File: src/rtl/spam_timer_pkg.sv
// Shared constants and types for the SPAM countdown timer.
// Holds the SPAM bus widths used by this block together with the timer
// register selects and CTRL bit positions.
package spam_timer_pkg;

   // SPAM bus field widths (high bit indices)
   localparam int SPAM_DID_HI  = 3;
   localparam int SPAM_ADDR_HI = 7;
   localparam int SPAM_DATA_HI = 31;
   localparam int SPAM_DATA_W  = SPAM_DATA_HI + 1;

   // Register selects, decoded from addr[4:2]
   localparam logic [2:0] TMR_REG_CTRL     = 3'd0;
   localparam logic [2:0] TMR_REG_LOAD     = 3'd1;
   localparam logic [2:0] TMR_REG_COUNT    = 3'd2;
   localparam logic [2:0] TMR_REG_PRESCALE = 3'd3;
   localparam logic [2:0] TMR_REG_STATUS   = 3'd4;
   localparam logic [2:0] TMR_REG_CAPTURE  = 3'd5;

   // CTRL / STATUS bit indices
   localparam int TMR_CTRL_EN        = 0;
   localparam int TMR_CTRL_AUTO      = 1;
   localparam int TMR_CTRL_IRQ_EN    = 2;
   localparam int TMR_STATUS_EXPIRED = 0;

   // CTRL register image; en sits in bit 0
   typedef struct packed {
      logic irq_en;
      logic autoreload;
      logic en;
   } tmr_ctrl_t;

   // Register select field of a SPAM byte address
   function automatic logic [2:0] tmr_sel(input logic [SPAM_ADDR_HI:0] addr);
      return addr[4:2];
   endfunction

endpackage

File: src/rtl/spam_timer_prescaler.sv
// Prescaler for the SPAM timer: pcnt runs 0..prescale and emits a one-cycle
// tick when it reaches prescale, then wraps to 0. Held at 0 while disabled.
module spam_timer_prescaler #(
   parameter int PRESC_W = 16
) (
   input  logic               clk,
   input  logic               rst,
   input  logic               en,
   input  logic               clr,
   input  logic [PRESC_W-1:0] prescale,
   output logic               tick
);

   logic [PRESC_W-1:0] pcnt;

   // Terminal compare uses >= so that lowering PRESCALE below the running
   // pcnt wraps immediately instead of running through the whole range.
   assign tick = en && (pcnt >= prescale);

   // Prescale counter: hold at 0 when disabled or cleared, otherwise count and wrap
   always_ff @(posedge clk) begin
      if (rst || !en || clr) begin
         pcnt <= '0;
      end else if (pcnt >= prescale) begin
         pcnt <= '0;
      end else begin
         pcnt <= pcnt + 1'b1;
      end
   end

endmodule

File: src/rtl/spam_timer.sv
// SPAM countdown timer / interrupt peripheral.
// Register file, address decode and one-cycle response pipeline; the
// prescaler lives in spam_timer_prescaler.
// Optional capture input is compiled in with SPAM_TIMER_CAPTURE_EN.
//
// Handshake: there is no ready; a request is accepted in the cycle that
// spamo_valid is high with spamo_did == DEVICE_ID. Exactly one cycle later
// tmr__spami_busy_b is high for one cycle, with read data on
// tmr__spami_data in that same cycle. Both outputs are 0 otherwise so the
// block can be OR-ed onto the shared return. A new request may be accepted
// every cycle.
module spam_timer
   import spam_timer_pkg::*;
#(
   parameter logic [SPAM_DID_HI:0] DEVICE_ID = 4'd3,
   parameter int                   COUNT_W   = 32,
   parameter int                   PRESC_W   = 16
) (
   input  logic                    clk,
   input  logic                    rst,
   input  logic                    spamo_valid,
   input  logic                    spamo_r_nw,
   input  logic [SPAM_DID_HI:0]    spamo_did,
   input  logic [SPAM_ADDR_HI:0]   spamo_addr,
   input  logic [SPAM_DATA_HI:0]   spamo_data,
   output logic                    tmr__spami_busy_b,
   output logic [SPAM_DATA_HI:0]   tmr__spami_data,
   output logic                    tmr_irq
`ifdef SPAM_TIMER_CAPTURE_EN
   ,
   input  logic                    tmr_capture
`endif
);

   // Register state
   tmr_ctrl_t            ctrl;
   logic [COUNT_W-1:0]   load_q;
   logic [COUNT_W-1:0]   count_q;
   logic [PRESC_W-1:0]   prescale_q;
   logic                 expired;
   logic                 irq_q;

   // Response pipeline
   logic                 resp_valid;
   logic [SPAM_DATA_HI:0] resp_data;

   // Decode
   logic       acc;
   logic       rd;
   logic       wr;
   logic [2:0] sel;
   logic       wr_ctrl;
   logic       wr_load;
   logic       wr_count;
   logic       wr_prescale;
   logic       wr_status;
   logic [SPAM_DATA_HI:0] rdata;

   // Timer events
   logic tick;
   logic tick_eff;
   logic expire;
   logic pcnt_clr;

   // Address bits outside the register select carry no meaning here
   logic unused_addr;
   assign unused_addr = ^{spamo_addr[SPAM_ADDR_HI:5], spamo_addr[1:0]};

   // Request accept and per-register write strobes
   always_comb begin
      acc         = spamo_valid && (spamo_did == DEVICE_ID);
      rd          = acc && spamo_r_nw;
      wr          = acc && !spamo_r_nw;
      sel         = tmr_sel(spamo_addr);
      wr_ctrl     = wr && (sel == TMR_REG_CTRL);
      wr_load     = wr && (sel == TMR_REG_LOAD);
      wr_count    = wr && (sel == TMR_REG_COUNT);
      wr_prescale = wr && (sel == TMR_REG_PRESCALE);
      wr_status   = wr && (sel == TMR_REG_STATUS);
   end

   // A software write to COUNT or CTRL owns the counter that cycle, so a
   // coincident tick is discarded rather than deferred.
   always_comb begin
      tick_eff = tick && !(wr_count || wr_ctrl);
      expire   = tick_eff && (count_q == '0);
      pcnt_clr = wr_ctrl && spamo_data[TMR_CTRL_EN] && !ctrl.en;
   end

   spam_timer_prescaler #(
      .PRESC_W (PRESC_W)
   ) u_prescaler (
      .clk      (clk),
      .rst      (rst),
      .en       (ctrl.en),
      .clr      (pcnt_clr),
      .prescale (prescale_q),
      .tick     (tick)
   );

`ifdef SPAM_TIMER_CAPTURE_EN
   logic               capture_d;
   logic [COUNT_W-1:0] capture_q;

   // Capture COUNT on a rising edge of tmr_capture
   always_ff @(posedge clk) begin
      if (rst) begin
         capture_d <= 1'b0;
         capture_q <= '0;
      end else begin
         capture_d <= tmr_capture;
         if (tmr_capture && !capture_d) begin
            capture_q <= count_q;
         end
      end
   end
`endif

   // Read mux over the current register values (pre-update view)
   always_comb begin
      rdata = '0;
      case (sel)
         TMR_REG_CTRL:     rdata[2:0]         = ctrl;
         TMR_REG_LOAD:     rdata[COUNT_W-1:0] = load_q;
         TMR_REG_COUNT:    rdata[COUNT_W-1:0] = count_q;
         TMR_REG_PRESCALE: rdata[PRESC_W-1:0] = prescale_q;
         TMR_REG_STATUS:   rdata[TMR_STATUS_EXPIRED] = expired;
`ifdef SPAM_TIMER_CAPTURE_EN
         TMR_REG_CAPTURE:  rdata[COUNT_W-1:0] = capture_q;
`endif
         default:          rdata = '0;
      endcase
   end

   // Response register: one-cycle completion pulse, data only for reads
   always_ff @(posedge clk) begin
      if (rst) begin
         resp_valid <= 1'b0;
         resp_data  <= '0;
      end else begin
         resp_valid <= acc;
         resp_data  <= rd ? rdata : '0;
      end
   end

   // CTRL: software write, or one-shot expiry drops EN
   always_ff @(posedge clk) begin
      if (rst) begin
         ctrl <= '0;
      end else if (wr_ctrl) begin
         ctrl <= tmr_ctrl_t'(spamo_data[2:0]);
      end else if (expire && !ctrl.autoreload) begin
         ctrl.en <= 1'b0;
      end
   end

   // LOAD and PRESCALE are plain software registers
   always_ff @(posedge clk) begin
      if (rst) begin
         load_q     <= '0;
         prescale_q <= '0;
      end else begin
         if (wr_load) begin
            load_q <= spamo_data[COUNT_W-1:0];
         end
         if (wr_prescale) begin
            prescale_q <= spamo_data[PRESC_W-1:0];
         end
      end
   end

   // COUNT: software write wins, otherwise decrement or reload on tick
   always_ff @(posedge clk) begin
      if (rst) begin
         count_q <= '0;
      end else if (wr_count) begin
         count_q <= spamo_data[COUNT_W-1:0];
      end else if (tick_eff) begin
         if (count_q != '0) begin
            count_q <= count_q - 1'b1;
         end else if (ctrl.autoreload) begin
            count_q <= load_q;
         end
      end
   end

   // EXPIRED: sticky, W1C, a new expiry beats a coincident clear
   always_ff @(posedge clk) begin
      if (rst) begin
         expired <= 1'b0;
      end else if (expire) begin
         expired <= 1'b1;
      end else if (wr_status && spamo_data[TMR_STATUS_EXPIRED]) begin
         expired <= 1'b0;
      end
   end

   // Registered level interrupt
   always_ff @(posedge clk) begin
      if (rst) begin
         irq_q <= 1'b0;
      end else begin
         irq_q <= expired && ctrl.irq_en;
      end
   end

   assign tmr__spami_busy_b = resp_valid;
   assign tmr__spami_data   = resp_data;
   assign tmr_irq           = irq_q;

endmodule
File: config.mk
export PLATFORM = sky130hd
export DESIGN_NAME = spam_timer
export DESIGN_NICKNAME = d
export VERILOG_FILES = /design/src/rtl/spam_timer_pkg.sv /design/src/rtl/spam_timer_prescaler.sv /design/src/rtl/spam_timer.sv
export SDC_FILE = /design/constraint.sdc
export NUM_CORES = 1
export LEC_CHECK = 0
export CAP_MARGIN = 20
export CORE_MARGIN = 4
export CORE_UTILIZATION = 65
export CTS_BUF_LIST = sky130_fd_sc_hd__clkbuf_8
export CTS_CLUSTER_DIAMETER = 60
export CTS_CLUSTER_SIZE = 20
export DETAILED_ROUTE_END_ITERATION = 10
export DONT_BUFFER_PORTS = 1
export HOLD_SLACK_MARGIN = 0.02
export PLACE_DENSITY = 0.81
export SYNTH_ARGS = -nofsm -noshare
export SYNTH_HDL_FRONTEND = slang
export SYNTH_HIERARCHICAL = 1
export SYNTH_SLANG_ARGS = --single-unit
File: constraint.sdc
create_clock -name clk -period 4.04 [get_ports clk]
set_input_delay 0.808 -clock clk [delete_from_list [all_inputs] [get_ports clk]]
set_output_delay 0.808 -clock clk [all_outputs]
set_load 0.01 [all_outputs]
==> results.md <==
* Status: finished clean
* Total negative setup slack at 0 ns
* Num ports at 82
* Crit path largest cell delay at 0.85 ns
* Most common cell after layout, fill and taps aside: dfxtp_1
* Final ANT Viol Nets at 0
* Crit path DAT at 3.64 ns
* CTS resizes at 0
* # setup viols final at 0
* Via Count at 6084
* Slowest cell on the critical path: or3_1
* Vias per cell at 6.62
* Syn_nets at 858
* Die width at 111 um
* Row count at 37
* Die Ht at 111 um
* Peak VDD IR at 246 uV
* Area grow syn2layout at 7.68%
* CTS H-Tree Depth at 4
* Sequential share of power at 0.496
* Ys flop type: dfxtp_1
* Wire length per cell at 19.9 um
* Worst-path fanout max at 26
* Initial antenna violation count at 0
* Fmax at 307 MHz
* Clock Pin Slew Worst Setup and Hold Paths at 0.08 ns
* Final HPWL DP at 11900 um
* Post-place setup slack at 0.821 ns
* Cells after Synth at 791
* Hold Crit Class: primary input to register
* Cell variety after synth at 70
* Worst slew pin tran at 1.08 ns
* Max-Slew Margin vs Limit at 0.279
* First-pass GRT wire length at 30100 um
* Crit path to: count_q[24]
* Post-synth EDFFs at 0
* DR iter-0 viols at 628
* RD Place Congestion at 0.871
* Sw frac at 0.217
* Combinational share of power at 0.023
* # DRC at 0
* Pleak at 0.00271 uW
* Max-cap violations at 0
* Crit path launch type: register
* Worst setup margin at 0.782 ns
* Skew-Pair Late Insertion Delay at 0.46 ns
* Largest net degree at the start of global routing at 83
* Layout cells sized above 1 at 0.117
* Reg2reg start: count_q[10]
* CP required at 4.42 ns
* Starting Density at 0.669
* CTS sink cnt at 134
* Synth Register Bits at 134
* Placed insts at 888
* FFs w/ async S/R, synth at 0
* CP cell instances: or4_4 > or4_4 > or3_1 > o21a_1 > o31a_1 > a211oi_2
* RSZ-0062 raised after global routing: no
* CTS max path bufs at 2
* Gr usage total at 0.295
* Final hold violations at 0
* Critical path class: register to register
* Clk pwr share at 0.482
* DR pass1 iterations at 5
* Core Area at 10300 um2
* # nets final at 838
* Setup crit start: count_q[10]
* Sw power at 577 uW
* R2r worst-path depth at 6
* Overflow after GRT at 0
* Final period util at 0.806
* Die footprint at 12300 um2
* Postcts setup bufs at 0
* Port Buf Inserts at 0
* Post-route insts no fill at 919
* Flop2flop setup slack at 0.78 ns
* CP most frequent cell: or4_4
* RR Endpoint: count_q[24]
* Detailed Route WL at 18300 um
* Yosys warning total at 6
* Slew Viols, Final at 0
* Synthesized area per cell at 8.74 um2
* Min Tclk post-route at 3.26 ns
* CTS root buffer: clkbuf_8
* Commonest non-fill, non-tap cells in the layout: dfxtp_1 (134), nor2_1 (116), nand2_1 (65), mux2i_1 (51), a22oi_1 (37)
* Number of CTS-inserted buffers at 17
* CP Capture Type: register
* PwrDens at 358 nW/um2
* Final design utilization at 0.721
* Fin Clk Skew at 0.0135 ns
* # diodes at 0
* Pint at 2090 uW
* Number of global-route vias before repair at 6058
* Post-synthesis sequential area ratio at 0.388
* Hold buffer count at cts at 0
* Area of the mapped netlist at 6910 um2
* CTS tree: yes
[cells in the mapped netlist (all sizes together) (5+ instances only)]
cell type | instances | area share
o31ai | 6 | 0.0085
dfxtp | 134 | 0.39
ha | 19 | 0.034
nand4 | 11 | 0.011
o32ai | 6 | 0.0076
nor2 | 116 | 0.063
o21ai | 14 | 0.010
and2 | 5 | 0.0045
nor4 | 14 | 0.015
nor3b | 5 | 0.0054
xor2 | 13 | 0.016
a31oi | 12 | 0.011
a211oi | 6 | 0.0072
xnor2 | 22 | 0.028
a21oi | 31 | 0.023
a22oi | 37 | 0.040
clkbuf | 41 | 0.022
or3 | 10 | 0.0091
and3 | 10 | 0.0091
mux2 | 13 | 0.021
nor3 | 32 | 0.033
nand2 | 65 | 0.035
nand3 | 23 | 0.017
inv | 24 | 0.013
mux2i | 51 | 0.074
buf | 11 | 0.0091
or4 | 8 | 0.010
[worst min-delay path by stage]
stage,from,end,slack (ns),cells past startpoint
after floorplan,ctrl[2],ctrl[2],0.44,2
after global placement,ctrl[2],ctrl[2],0.45,2
after detailed placement,ctrl[2],ctrl[2],0.48,2
after CTS,spamo_addr[4],tmr__spami_data[2],0.41,1
after global routing,rst,load_q[31],0.40,1
final,rst,expired,0.41,1
[power groups by stage]
stage | clock network [uW] | registers [uW] | logic (uW)
2_1_floorplan | 0 | 1350 | 63.6
3_3_place_gp | 0 | 1350 | 57.2
3_5_place_dp | 0 | 1350 | 58.5
4_1_cts | 1290 | 1320 | 59.0
5_1_grt | 1360 | 1320 | 64.8
6_report | 1280 | 1320 | 60.4
[routing by layer]
metal	share of wire	routed length, um	vias up	global-route usage
li1	-	-	2815	-
met1	0.42	7700	2895	0.380
met2	0.46	8500	329	0.483
met3	0.093	1710	45	0.0770
met4	0.021	386	0	0.0981
met5	0	0	-	0
[kinds of logic after synthesis]
| kind of cell | synth area share |
|---|---|
| muxes | 0.0983 |
| AOI/OAI and AO/OA | 0.158 |
| xor gates and xnor gates | 0.0444 |
| adders and majority gates | 0.0344 |
| and+or+nand+nor | 0.232 |
| buffers and inverters | 0.0444 |
| DFF | 0.388 |
[worst max-delay path: cells and delay by family (launching register included)]
family          cells  cell delay (ns)
flops               1             0.38
compound gates      3             0.74
simple gates        3             2.06
[layout make-up]
cell class | instances | area, um2
Timing Repair Buffer | 13 | 110
Clock buffer | 18 | 248
Sequential cell | 134 | 2680
Inverter | 24 | 90.1
Multi-Input combinational cell | 581 | 3930
Fill cell | 763 | 2880
Clock inverter | 13 | 206
Tap cell | 136 | 170
[sequential cells by signal (all words and copies together) (netlist names)]
register and cells:
expired 1, prescale_q 16, tmr__spami_data 32, ctrl 3
load_q 32, tmr__spami_busy_b 1, tmr_irq 1, count_q 32
u_prescaler/pcnt 16
[per-stage QoR]
step | hold slack [ns] | power, uW | cell area [um2]
floorplan | 0.442 | 1420 | 6910
global placement | 0.449 | 1410 | 6990
detailed placement | 0.484 | 1410 | 6990
CTS | 0.411 | 2670 | 7440
global route | 0.398 | 2740 | 7440
finish | 0.414 | 2670 | 7440
Note: power is estimated with default switching activity, not from simulation.
